File: src/rtl/fetch_unit.sv
// Instruction fetch stage: owns the PC, issues word-aligned requests under a credit
// limit, buffers in-order responses in a small FIFO and handles redirects from execute.
module fetch_unit #(
  parameter int              XLEN     = 32,
  parameter logic [XLEN-1:0] RESET_PC = {XLEN{1'b0}},
  parameter int              DEPTH    = 2
) (
  input  logic            clock,
  input  logic            reset_n,
  output logic            imem_req_valid,
  input  logic            imem_req_ready,
  output logic [XLEN-1:0] imem_req_addr,
  input  logic            imem_rsp_valid,
  input  logic [31:0]     imem_rsp_data,
  output logic            inst_valid,
  input  logic            inst_ready,
  output logic [31:0]     inst,
  output logic [XLEN-1:0] inst_pc,
  input  logic            redirect_valid,
  input  logic [XLEN-1:0] redirect_pc
);

  localparam int CW = $clog2(DEPTH + 1);
  localparam int PW = $clog2(DEPTH);
  typedef logic [CW-1:0] cnt_t;
  localparam cnt_t DEPTH_C = CW'(DEPTH);

  // Handshakes: a transfer happens on a cycle where valid && ready at the rising edge;
  // valid never depends on ready, and request address is held while valid && !ready.
  // The response channel is valid-only: the credit rule below reserves a FIFO slot
  // for every useful in-flight request, so responses never need backpressure.

  logic [XLEN-1:0] pc;
  logic [XLEN-1:0] rsp_pc;
  cnt_t            outstanding;
  cnt_t            drop;
  cnt_t            count;
  logic [PW-1:0]   rd_ptr;
  logic [PW-1:0]   wr_ptr;
  logic [31:0]     mem_inst [DEPTH];
  logic [XLEN-1:0] mem_pc   [DEPTH];

  logic            req_fire;
  logic            rsp_ok;
  logic            rsp_drop;
  logic            push;
  logic            pop;
  logic [CW:0]     credits_used;
  logic [XLEN-1:0] redirect_base;
  logic            unused_lsb;

  assign redirect_base = {redirect_pc[XLEN-1:2], 2'b00};
  assign unused_lsb    = ^redirect_pc[1:0];

  // Useful in-flight requests plus buffered entries must stay below DEPTH to issue.
  assign credits_used   = {1'b0, outstanding} - {1'b0, drop} + {1'b0, count};
  assign imem_req_valid = reset_n && !redirect_valid && (credits_used < {1'b0, DEPTH_C});
  assign imem_req_addr  = pc;
  assign req_fire       = imem_req_valid && imem_req_ready;

  // A response with nothing outstanding is a protocol error and is ignored.
  assign rsp_ok   = imem_rsp_valid && (outstanding != '0);
  assign rsp_drop = rsp_ok && (drop != '0);
  assign push     = rsp_ok && (drop == '0) && !redirect_valid;
  assign pop      = inst_valid && inst_ready && !redirect_valid;

  assign inst_valid = (count != '0);
  assign inst       = inst_valid ? mem_inst[rd_ptr] : 32'h0;
  assign inst_pc    = inst_valid ? mem_pc[rd_ptr]   : {XLEN{1'b0}};

  always_ff @(posedge clock or negedge reset_n) begin
    if (!reset_n) begin
      pc          <= RESET_PC;
      rsp_pc      <= RESET_PC;
      outstanding <= '0;
      drop        <= '0;
      count       <= '0;
      rd_ptr      <= '0;
      wr_ptr      <= '0;
    end else if (redirect_valid) begin
      // Everything still in flight after this cycle's response becomes stale.
      pc          <= redirect_base;
      rsp_pc      <= redirect_base;
      outstanding <= outstanding - cnt_t'(rsp_ok);
      drop        <= outstanding - cnt_t'(rsp_ok);
      count       <= '0;
      rd_ptr      <= '0;
      wr_ptr      <= '0;
    end else begin
      if (req_fire) pc <= pc + XLEN'(4);
      outstanding <= outstanding + cnt_t'(req_fire) - cnt_t'(rsp_ok);
      if (rsp_drop) drop <= drop - cnt_t'(1);
      if (push) begin
        rsp_pc <= rsp_pc + XLEN'(4);
        wr_ptr <= wr_ptr + PW'(1);
      end
      if (pop) rd_ptr <= rd_ptr + PW'(1);
      count <= count + cnt_t'(push) - cnt_t'(pop);
    end
  end

  always_ff @(posedge clock) begin
    if (push) begin
      mem_inst[wr_ptr] <= imem_rsp_data;
      mem_pc[wr_ptr]   <= rsp_pc;
    end
  end

endmodule

File: config.mk
export PLATFORM = sky130hd
export DESIGN_NAME = fetch_unit
export DESIGN_NICKNAME = d
export VERILOG_FILES = /design/src/rtl/fetch_unit.sv
export SDC_FILE = /design/constraint.sdc
export NUM_CORES = 1
export LEC_CHECK = 0
export ABC_AREA = 0
export BUFFER_PORTS_ARGS = -buffer_cell sky130_fd_sc_hd__buf_2
export CORE_MARGIN = 8
export CORE_UTILIZATION = 55
export DETAILED_ROUTE_END_ITERATION = 16
export GPL_TIMING_DRIVEN = 0
export PLACE_DENSITY = 0.86
export SYNTH_ARGS = -nofsm -noshare
export SYNTH_HDL_FRONTEND = slang
export SYNTH_SLANG_ARGS = --single-unit
export TNS_END_PERCENT = 100
File: constraint.sdc
create_clock -name clock -period 5.34 [get_ports clock]
set_clock_uncertainty 0.1 [all_clocks]
set_input_delay 1.068 -clock clock [delete_from_list [all_inputs] [get_ports clock]]
set_output_delay 1.068 -clock clock [all_outputs]
set_load 0.01 [all_outputs]
Word level (Yosys, flattened, before mapping) --
Memories as Yosys holds them, arrays and structs flattened. Cells that the tools add are included.
Storage, ports and cells: bits in registers 72, bits in writable memories 128, input port bits 70, memories kept 2
Memories:
- mem_inst | words 2, bits a word 32, read ports 1, clocked after Yosys merged registers in 0, write ports 1, line 40 | logic [31:0] mem_inst [DEPTH];
- mem_pc | words 2, bits a word 32, read ports 1, clocked after Yosys merged registers in 0, write ports 1, line 41 | logic [XLEN-1:0] mem_pc [DEPTH];
Cells by class: add/sub/neg operators 12, $lt $le $gt $ge 1, multiplexer cells 16, reduce and logical (&&, ||, !) cells 18
Operators with widths (number):
- 32-bit 2-to-1 mux | 6
- 32-bit by 3-bit adder with 32-bit output, second input constant | 2
- 2-bit nonzero test | 7
- 1-bit logical AND | 9
- 2-bit 2-to-1 mux | 4
- 1-bit 2-to-1 mux | 6
- 2-bit by 1-bit subtractor with 2-bit output | 3
- 2-bit by 1-bit adder with 2-bit output | 2
- 3-bit by 2-bit adder with 3-bit output | 1
- 3-bit by 2-bit < comparator with 1-bit output, second input constant | 1
- 2-bit by 2-bit subtractor with 3-bit output | 1
- 1-bit adder, second input constant | 2
- 2-bit logical NOT | 1
- 2-bit by 1-bit subtractor with 2-bit output, second input constant | 1
- 1-bit logical NOT | 1

Longest topological paths before layout --
Gate-level depths: netlist of run 1.
depth after elaboration 8, depth in mapped cells 14

Worst setup path after synthesis of run 1 --
No wires, ideal clock.
path type input to register, from in redirect_valid, to mem mem_inst[0][0] (enable), setup time 482 ps, arrival 4115 ps, path slack 643 ps, stages on the path 5, path buffers 2, cells stage by stage buf_6 > inv_1 > buf_2 > nand2_1 > nor2_1
Between the ends: word-level cells in the longest chain between the ends 4
RTL lines:
- from (decl) | line 19 | input logic redirect_valid,
- 1-bit logical NOT | line 64 | assign push = rsp_ok && (drop == '0) && !redirect_valid;
- 1-bit logical AND | line 64
- 1-bit 2-to-1 mux | line 103 | if (push) begin
- 1-bit 2-to-1 mux (implied by the code) | line 104 | mem_inst[wr_ptr] <= imem_rsp_data;
- to (decl) | line 40
Every way passes these cells.

Final worst setup path of run 1 --
from reg outstanding[1], to reg outstanding[1]
Between the ends: word-level cells in the longest chain between the ends 8, elaborated cells between the ends (all ways) 11, those cells by class 5 x add/sub; 1 x order compare; 1 x mux; 4 x reduce/logical
RTL lines:
- from (decl) | line 35 | cnt_t outstanding;
- from (signal assigned) | line 84 | outstanding <= outstanding - cnt_t'(rsp_ok);
- from (signal assigned) | line 91 | outstanding <= outstanding + cnt_t'(req_fire) - cnt_t'(rsp_ok);
- 2-bit by 2-bit subtractor with 3-bit output | line 56 | assign credits_used = {1'b0, outstanding} - {1'b0, drop} + {1'b0, count};
- 3-bit by 2-bit adder with 3-bit output | line 56
- 3-bit by 2-bit < comparator with 1-bit output | line 57 | assign imem_req_valid = reset_n && !redirect_valid && (credits_used < {1'b0, DEPTH_C});
- 1-bit logical AND | line 57
- 1-bit logical AND | line 59 | assign req_fire = imem_req_valid && imem_req_ready;
- 2-bit by 1-bit adder with 2-bit output | line 91
- 2-bit by 1-bit subtractor with 2-bit output | line 91
- 2-bit 2-to-1 mux * | line 80 | end else if (redirect_valid) begin
Every way passes the cells marked *; elsewhere a longest branch is shown, timed or not. A chain may end at the register's enable or synchronous reset.

==> results of run 1 <==
[power by group through the flow]
stage,clock (W),sequential [W],combinational (W)
3_5_place_dp,0,0.00186,0.000822
5_1_grt,0.00126,0.00185,0.000908
3_3_place_gp,0,0.00186,0.000790
2_1_floorplan,0,0.00185,0.000515
4_1_cts,0.00120,0.00183,0.000828
6_report,0.00118,0.00184,0.000820
[sequential cells by signal, indices dropped and copies added, names as in the netlist]
| signal | cells |
|---|---|
| count | 2 |
| drop | 2 |
| imem_req_addr | 30 |
| mem_inst | 64 |
| mem_pc | 60 |
| outstanding | 2 |
| rd_ptr | 1 |
| rsp_pc | 30 |
| wr_ptr | 1 |
[worst reg2reg max path, cell delays in order, from the launching register on]
cell and delay, ns:
dfrtp_1 0.49, fa_1 0.57, inv_1 0.05, fa_1 0.59, nand4b_1 0.17, nor2_2 0.40
inv_1 0.15, clkbuf_1 0.29, ha_1 0.37, inv_1 0.04, ha_1 0.18, xnor2_1 0.12
o21ai_0 0.18, xor2_1 0.16
[cell families (layout without fill, tap and decap cells)]
kind of cell,after synthesis,in the layout,synth area share [%]
XOR/XNOR,48,48,4.83
adder cells (fa/ha/maj),11,11,1.75
AND/OR/NAND/NOR,243,243,14.1
AO/OA/AOI/OAI,74,74,5.56
other,1,4,0.0430
buffers and inverters,51,246,2.84
flip-flops,192,192,62.3
multiplexers,73,73,8.55
[cell type report]
type | count | share of cell area (%)
Inverter | 17 | 0.613
Sequential cell | 192 | 52.1
Buffer | 34 | 1.77
Tap cell | 216 | 2.59
Timing Repair Buffer | 163 | 8.22
Clock inverter | 8 | 0.493
Clock buffer | 24 | 4.83
Multi-Input combinational cell | 453 | 29.4
[Yosys cell counts, drive strengths merged, types with 2 or more instances]
library cell | n | area share [%]
mux2 | 11 | 1.4
inv | 17 | 0.73
nand2 | 46 | 2.0
o31a | 3 | 0.30
xor2 | 34 | 3.4
dfrtp | 68 | 20
a21boi | 9 | 0.78
nor4 | 5 | 0.75
clkbuf | 16 | 0.69
and2 | 4 | 0.29
o211ai | 15 | 1.5
or4 | 3 | 0.26
xnor2 | 14 | 1.4
edfxtp | 124 | 43
nand4b | 2 | 0.20
nor2 | 85 | 3.7
nand2b | 6 | 0.43
o311ai | 2 | 0.20
nand3 | 31 | 1.8
fa | 2 | 0.46
buf | 18 | 1.4
and4 | 4 | 0.40
nand4 | 31 | 2.4
or3 | 3 | 0.22
mux2i | 62 | 7.1
nor3 | 6 | 0.40
a31oi | 4 | 0.29
a21oi | 11 | 0.63
and3 | 14 | 1.0
ha | 9 | 1.3
o21ai | 26 | 1.5
[path summary, 6_finish.rpt]
kind / from / endpoint / slack [ns] / cells past startpoint
setup / recovery: outstanding[1]$_DFF_PN0_ / outstanding[1]$_DFF_PN0_ / 1.41 / 13
hold / removal: rsp_pc[31]$_DFFE_PN0N_ / mem_pc[1][31]$_DFFE_PP_ / 0.40 / 0
setup reg to reg: outstanding[1]$_DFF_PN0_ / outstanding[1]$_DFF_PN0_ / 1.41 / 13
hold reg to reg: rsp_pc[31]$_DFFE_PN0N_ / mem_pc[1][31]$_DFFE_PP_ / 0.40 / 0
max in group asynchronous: reset_n / rsp_pc[30]$_DFFE_PN0N_ / 4.29 / 2
min in group asynchronous: reset_n / rsp_pc[10]$_DFFE_PN0N_ / 0.54 / 2
[metal layers]
layer  GRT usage, %  routed length (um)
met1           24.5                8460
met2           34.2                9890
met3           4.30                1260
met4           9.27                 572
met5              0                   0
[stage by stage]
stage | utilization (%) | std cells | instance area [um2]
floorplan | - | 696 | 8720
global placement | 62.6 | 1073 | 9800
detailed placement | 63.0 | 1075 | 9860
CTS | 66.5 | 1107 | 10400
global route | 66.5 | 1107 | 10400
finish | 66.5 | 1107 | 10400
==> results.yml, run 1 <==
final_layout:
  diodes: 0
  final_common_cell: "buf_2"
  layout_common_cells: "buf_2, edfxtp_1, nor2_1"
  regArea_um2: 5430
  area_growth_pct: 19.6
  fillers: 1200
  drive_gt1_share_pct: 26.0
  nNetsFinal: 959
  multi_input_area_um2: 3060
global_routing:
  grt.overflow.total: 0
  grt_max_degree: 71
  grt_pass1_wl_um: 31700
  grt_pass1_vias: 6367
  antenna_found_initial: 0
  grt.total_usage_pct: 20.3
logic_synthesis:
  synth_cell_type_count: 51
  synth_seq_cells: 192
  ys_async_sr_fraction_pct: 35.4
  synth-main-ff-cell: "edfxtp_1"
  syn_area_um2: 8710
  syn-instance-count: 693
  synth-edff-count: 124
  yosysWarnings: 0
  ys_seq_area_share_pct: 62.3
  syn_area_per_cell_um2: 12.6
sta:
  setup_viol: 0
  worst_slack_ns: 1.41
  drv_slew: 0
  fin_crit_sh_pct: 73.5
  max_freq_mhz: 255
  whs_ns: 0.405
  finalHoldViolCount: 0
  tightestPinTransition_ns: 0.934
  rsz0062_at_grt: "no"
  fin_setup_tns_ns: 0
  period_minus_slack_ns: 3.93
  slew_headroom_pct: 37.6
power_and_ir_drop:
  cellPowerDensity_nw_per_um2: 369
  power_w: 0.00384
  p_sw_w: 0.00114
  clkPwrFrac_pct: 30.8
  p_leak_nw: 4.11
  vdd_drop_max_uv: 247
  intPower_w: 0.00270
  seq_power_share_pct: 47.8
  sw_frac_of_total_pct: 29.7
  comb_power_share_pct: 21.3
setup_path:
  critPathMaxStageDelay_ns: 0.59
  cp-end-kind: "flip-flop"
  setup.worst_path.class: "reg -> reg"
  cpMaxStageDelayCell: "fa_1"
  crit_family: "adder cells"
  cp_max_fo: 10
  path_cells: "fa_1 -> inv_1 -> fa_1 -> nand4b_1 -> nor2_2 -> inv_1 -> clkbuf_1 -> ha_1 -> inv_1 -> ha_1 -> xnor2_1 -> o21ai_0 -> xor2_1"
  cpMostUsedCell: "inv_1"
  cp_num_buf_inv: 4
  required_ns: 5.60
  arrival_ns: 4.18
  crit_path_start_kind: "flip-flop"
cts:
  clkTransAtPathRegs_ns: 0.07
  htreeDepth: 4
  clock_latency_ns: 0.44
  cts-root-buf: "clkbuf_16"
  hold_buffers: 0
  ctsResizeCount: 0
  cts_setup_buffers: 0
  cts.sinks: 192
  clockBufferDepth: 2
  cts_tree: "built"
  numCtsBuffers: 17
detailed_routing:
  drt-initial-drc-count: 385
  vias: 6194
  ant_nets: 0
  routed_wl_um: 20200
  drc: 0
  first_pass_iters: 5
  routedWlPerCell_um: 18.2
  vias_per_cell: 5.60
floorplanning:
  die_h_um: 142
  num_rows: 46
  dieArea_um2: 20100
  die_x_um: 142
  core_area_um2: 15700
  initial_core_util_pct: 55.6
  top_level_ports: 168
job:
  drv_cap: 0
place:
  pre_cts_slack_ns: 1.46
  place.gp.congestion: 0.939
  post-dp-hpwl_um: 14600
  port-buffer-count: 161
hold_path:
  hp-class: "reg -> reg"
run_status:
  outcome: "finished, final reports clean"
No activity file was read; power rests on OpenSTA's default activity.
==> run 2, diff against run 1 <==
--- a/config.mk
+++ b/config.mk
@@ -5,13 +5,13 @@
 export SDC_FILE = /design/constraint.sdc
 export NUM_CORES = 1
 export LEC_CHECK = 0
-export ABC_AREA = 0
+export ABC_AREA = 1
 export BUFFER_PORTS_ARGS = -buffer_cell sky130_fd_sc_hd__buf_2
 export CORE_MARGIN = 8
-export CORE_UTILIZATION = 55
+export CORE_UTILIZATION = 51
 export DETAILED_ROUTE_END_ITERATION = 16
 export GPL_TIMING_DRIVEN = 0
-export PLACE_DENSITY = 0.86
+export PLACE_DENSITY = 0.84
 export SYNTH_ARGS = -nofsm -noshare
 export SYNTH_HDL_FRONTEND = slang
 export SYNTH_SLANG_ARGS = --single-unit
==> constraint.sdc (replaced) <==
create_clock -name clock -period 3.58 [get_ports clock]
set_clock_uncertainty 0.1 [all_clocks]
set_input_delay 0.716 -clock clock [delete_from_list [all_inputs] [get_ports clock]]
set_output_delay 0.716 -clock clock [all_outputs]
set_load 0.01 [all_outputs]
==> run 2 against run 1 <==
  * Utilization shrank 5.5 points
  * Power grew 81%
  * Die area grew 15%
  * Wire length grew 33%
==> results.yml, run 2 <==
detailed_routing:
  vias_per_cell: 5.46
  routed_wl_um: 26800
  first_pass_iters: 5
  routedWlPerCell_um: 18.0
  drt-initial-drc-count: 673
  ant_nets: 0
  vias: 8134
  drc: 0
global_routing:
  grt_pass1_vias: 8240
  grt.total_usage_pct: 23.4
  grt_max_degree: 57
  antenna_found_initial: 0
  grt.overflow.total: 0
  grt_pass1_wl_um: 43200
hold_path:
  hp-class: "in -> async"
final_layout:
  final_common_cell: "nand2_1"
  diodes: 0
  area_growth_pct: 19.0
  drive_gt1_share_pct: 19.7
  largest_register_ffs: 64
  nNetsFinal: 1324
  layout_common_cells: "nand2_1, buf_2, edfxtp_1"
  fin_area_um2: 11300
  regMostFlops: "mem_inst"
  reg_top3: "mem_inst (64), mem_pc (60)"
sta:
  tightestPinTransition_ns: 1.00
  finalHoldViolCount: 0
  fin_crit_sh_pct: 92.7
  rsz0062_at_grt: "no"
  period_minus_slack_ns: 3.32
  drv_slew: 0
  max_freq_mhz: 301
  setup_viol: 0
  slew_headroom_pct: 33.0
  whs_ns: 0.0193
power_and_ir_drop:
  vdd_drop_max_uv: 413
  cellPowerDensity_nw_per_um2: 617
  p_leak_nw: 4.95
setup_path:
  cp-end-kind: "primary output"
  cp_max_fo: 6
  crit_path_start_kind: "flip-flop"
  arrival_ns: 2.50
  setup.worst_path.class: "reg -> out"
  required_ns: 2.76
logic_synthesis:
  syn_area_um2: 9460
  synth_top_family_by_area: "simple AND/OR/NAND/NOR gates"
  synth_cell_type_count: 41
  ys_seq_area_share_pct: 57.3
  yosys-mux-area-fraction_pct: 0
  synth_area_leader_cell: "edfxtp_1"
  synthSimpleGateAreaFrac_pct: 26.4
  synth_area_leaders: "edfxtp_1, dfrtp_1, nand2_1, nand3_1, a21oi_1"
  syn_area_per_cell_um2: 8.95
  synth_xor_area_share_pct: 1.57
  synth-main-ff-cell: "edfxtp_1"
  ys_top_cells_by_count: "nand2_1, edfxtp_1, nor2_1"
  synth_seq_cells: 192
  synth_fa_ha_area_share_pct: 1.61
  synth_compound_area_share_pct: 7.36
  syn-instance-count: 1057
  ys_async_sr_fraction_pct: 35.4
  synth-edff-count: 124
  synth_top_area_share_pct: 39.3
  yosysWarnings: 0
  yosysMostFrequentCell: "nand2_1"
cts:
  numCtsBuffers: 17
  htreeDepth: 4
  clockBufferDepth: 2
  cts.sinks: 192
  clkTransAtPathRegs_ns: 0.08
  cts_tree: "built"
  cts_setup_buffers: 0
  ctsResizeCount: 0
  hold_buffers: 0
  cts-root-buf: "clkbuf_16"
  clock_latency_ns: 0.44
floorplanning:
  top_level_ports: 168
  core_area_um2: 18500
  die_x_um: 152
  dieArea_um2: 23200
  num_rows: 50
  die_h_um: 152
  initial_core_util_pct: 51.3
place:
  place.gp.congestion: 0.923
  placed_area_um2: 10700
  port-buffer-count: 160
  post-dp-hpwl_um: 19400
job:
  drv_cap: 0
run_status:
  outcome: "finished, final reports clean"
run 2: cell count changes after synthesis, sizes merged, moves of 8 or more:
cell,change
a21oi,+65
inv,+68
nor2,+12
mux2,-11
mux2i,-62
a21boi,-8
xor2,-23
xnor2,-8
nand3,+50
o211ai,-8
and3,-13
nand2,+325
nand4,-16
run 2: logic make-up (layout without fill, tap and decap cells):
kind of cell             Yosys count  count (layout)
AND/OR/NAND/NOR                  581             581
buffers and inverters            125             321
XOR/XNOR                          17              17
other                              1               4
AO/OA/AOI/OAI                    130             130
flip-flops                       192             192
adder cells (fa/ha/maj)           11              11
run 2: stage by stage:
stage                     setup TNS [ns]  std cells  util, %  power [W]  setup WS (ns)
after detailed placement               0       1458     57.8    0.00504          0.424
after global placement            -81.56       1454     57.3    0.00493         -0.669
after CTS                              0       1490     61.0    0.00694          0.230
after floorplan                        0       1060        -    0.00426          0.339
after global routing                   0       1490     61.0    0.00733          0.145
final                                  0       1490     61.0    0.00695          0.260
run 2: worst max-delay path, stage by stage (launching register included):
cell and delay, ns:
dfrtp_1 0.46, fa_1 0.56, inv_1 0.06, fa_1 0.60
nand3_4 0.09, nor2_4 0.15, buf_2 0.15
run 2: final timing paths:
path                                          start                             to  slack [ns]  depth (start not counted)
max in group asynchronous                   reset_n          rsp_pc[7]$_DFFE_PN0N_        2.80                          2
max                        outstanding[1]$_DFF_PN0_                 imem_req_valid        0.26                          6
min                                         reset_n  imem_req_addr[31]$_DFFE_PN0P_        0.02                          1
min reg2reg                   rsp_pc[2]$_DFFE_PN0N_         mem_pc[1][2]$_DFFE_PP_        0.42                          0
min in group clock                 imem_rsp_data[9]       mem_inst[0][9]$_DFFE_PP_        0.36                          1
max reg2reg                outstanding[1]$_DFF_PN0_       outstanding[1]$_DFF_PN0_        0.45                         12
run 2: power by group:
group / switching [W] / internal (W)
Sequential: 0.000338 / 0.00271
Combinational: 0.00129 / 0.000699
Clock: 0.000921 / 0.00100
run 2: routing by layer:
metal / vias up / wire length [um] / global-route usage [%]
met5: - / 0 / 0
met1: 3797 / 11200 / 29.8
met2: 407 / 12700 / 38.8
met4: 0 / 598 / 6.66
met3: 58 / 2340 / 5.98
li1: 3872 / - / -
run 2: layout make-up:
| class | instances | area (um2) |
|---|---|---|
| Clock buffer | 18 | 429 |
| Fill cell | 1498 | 7200 |
| Tap cell | 234 | 293 |
| Sequential cell | 192 | 5430 |
| Multi-Input combinational cell | 743 | 3520 |
| Inverter | 86 | 330 |
| Clock inverter | 14 | 156 |
| Buffer | 39 | 211 |
| Timing Repair Buffer | 164 | 891 |
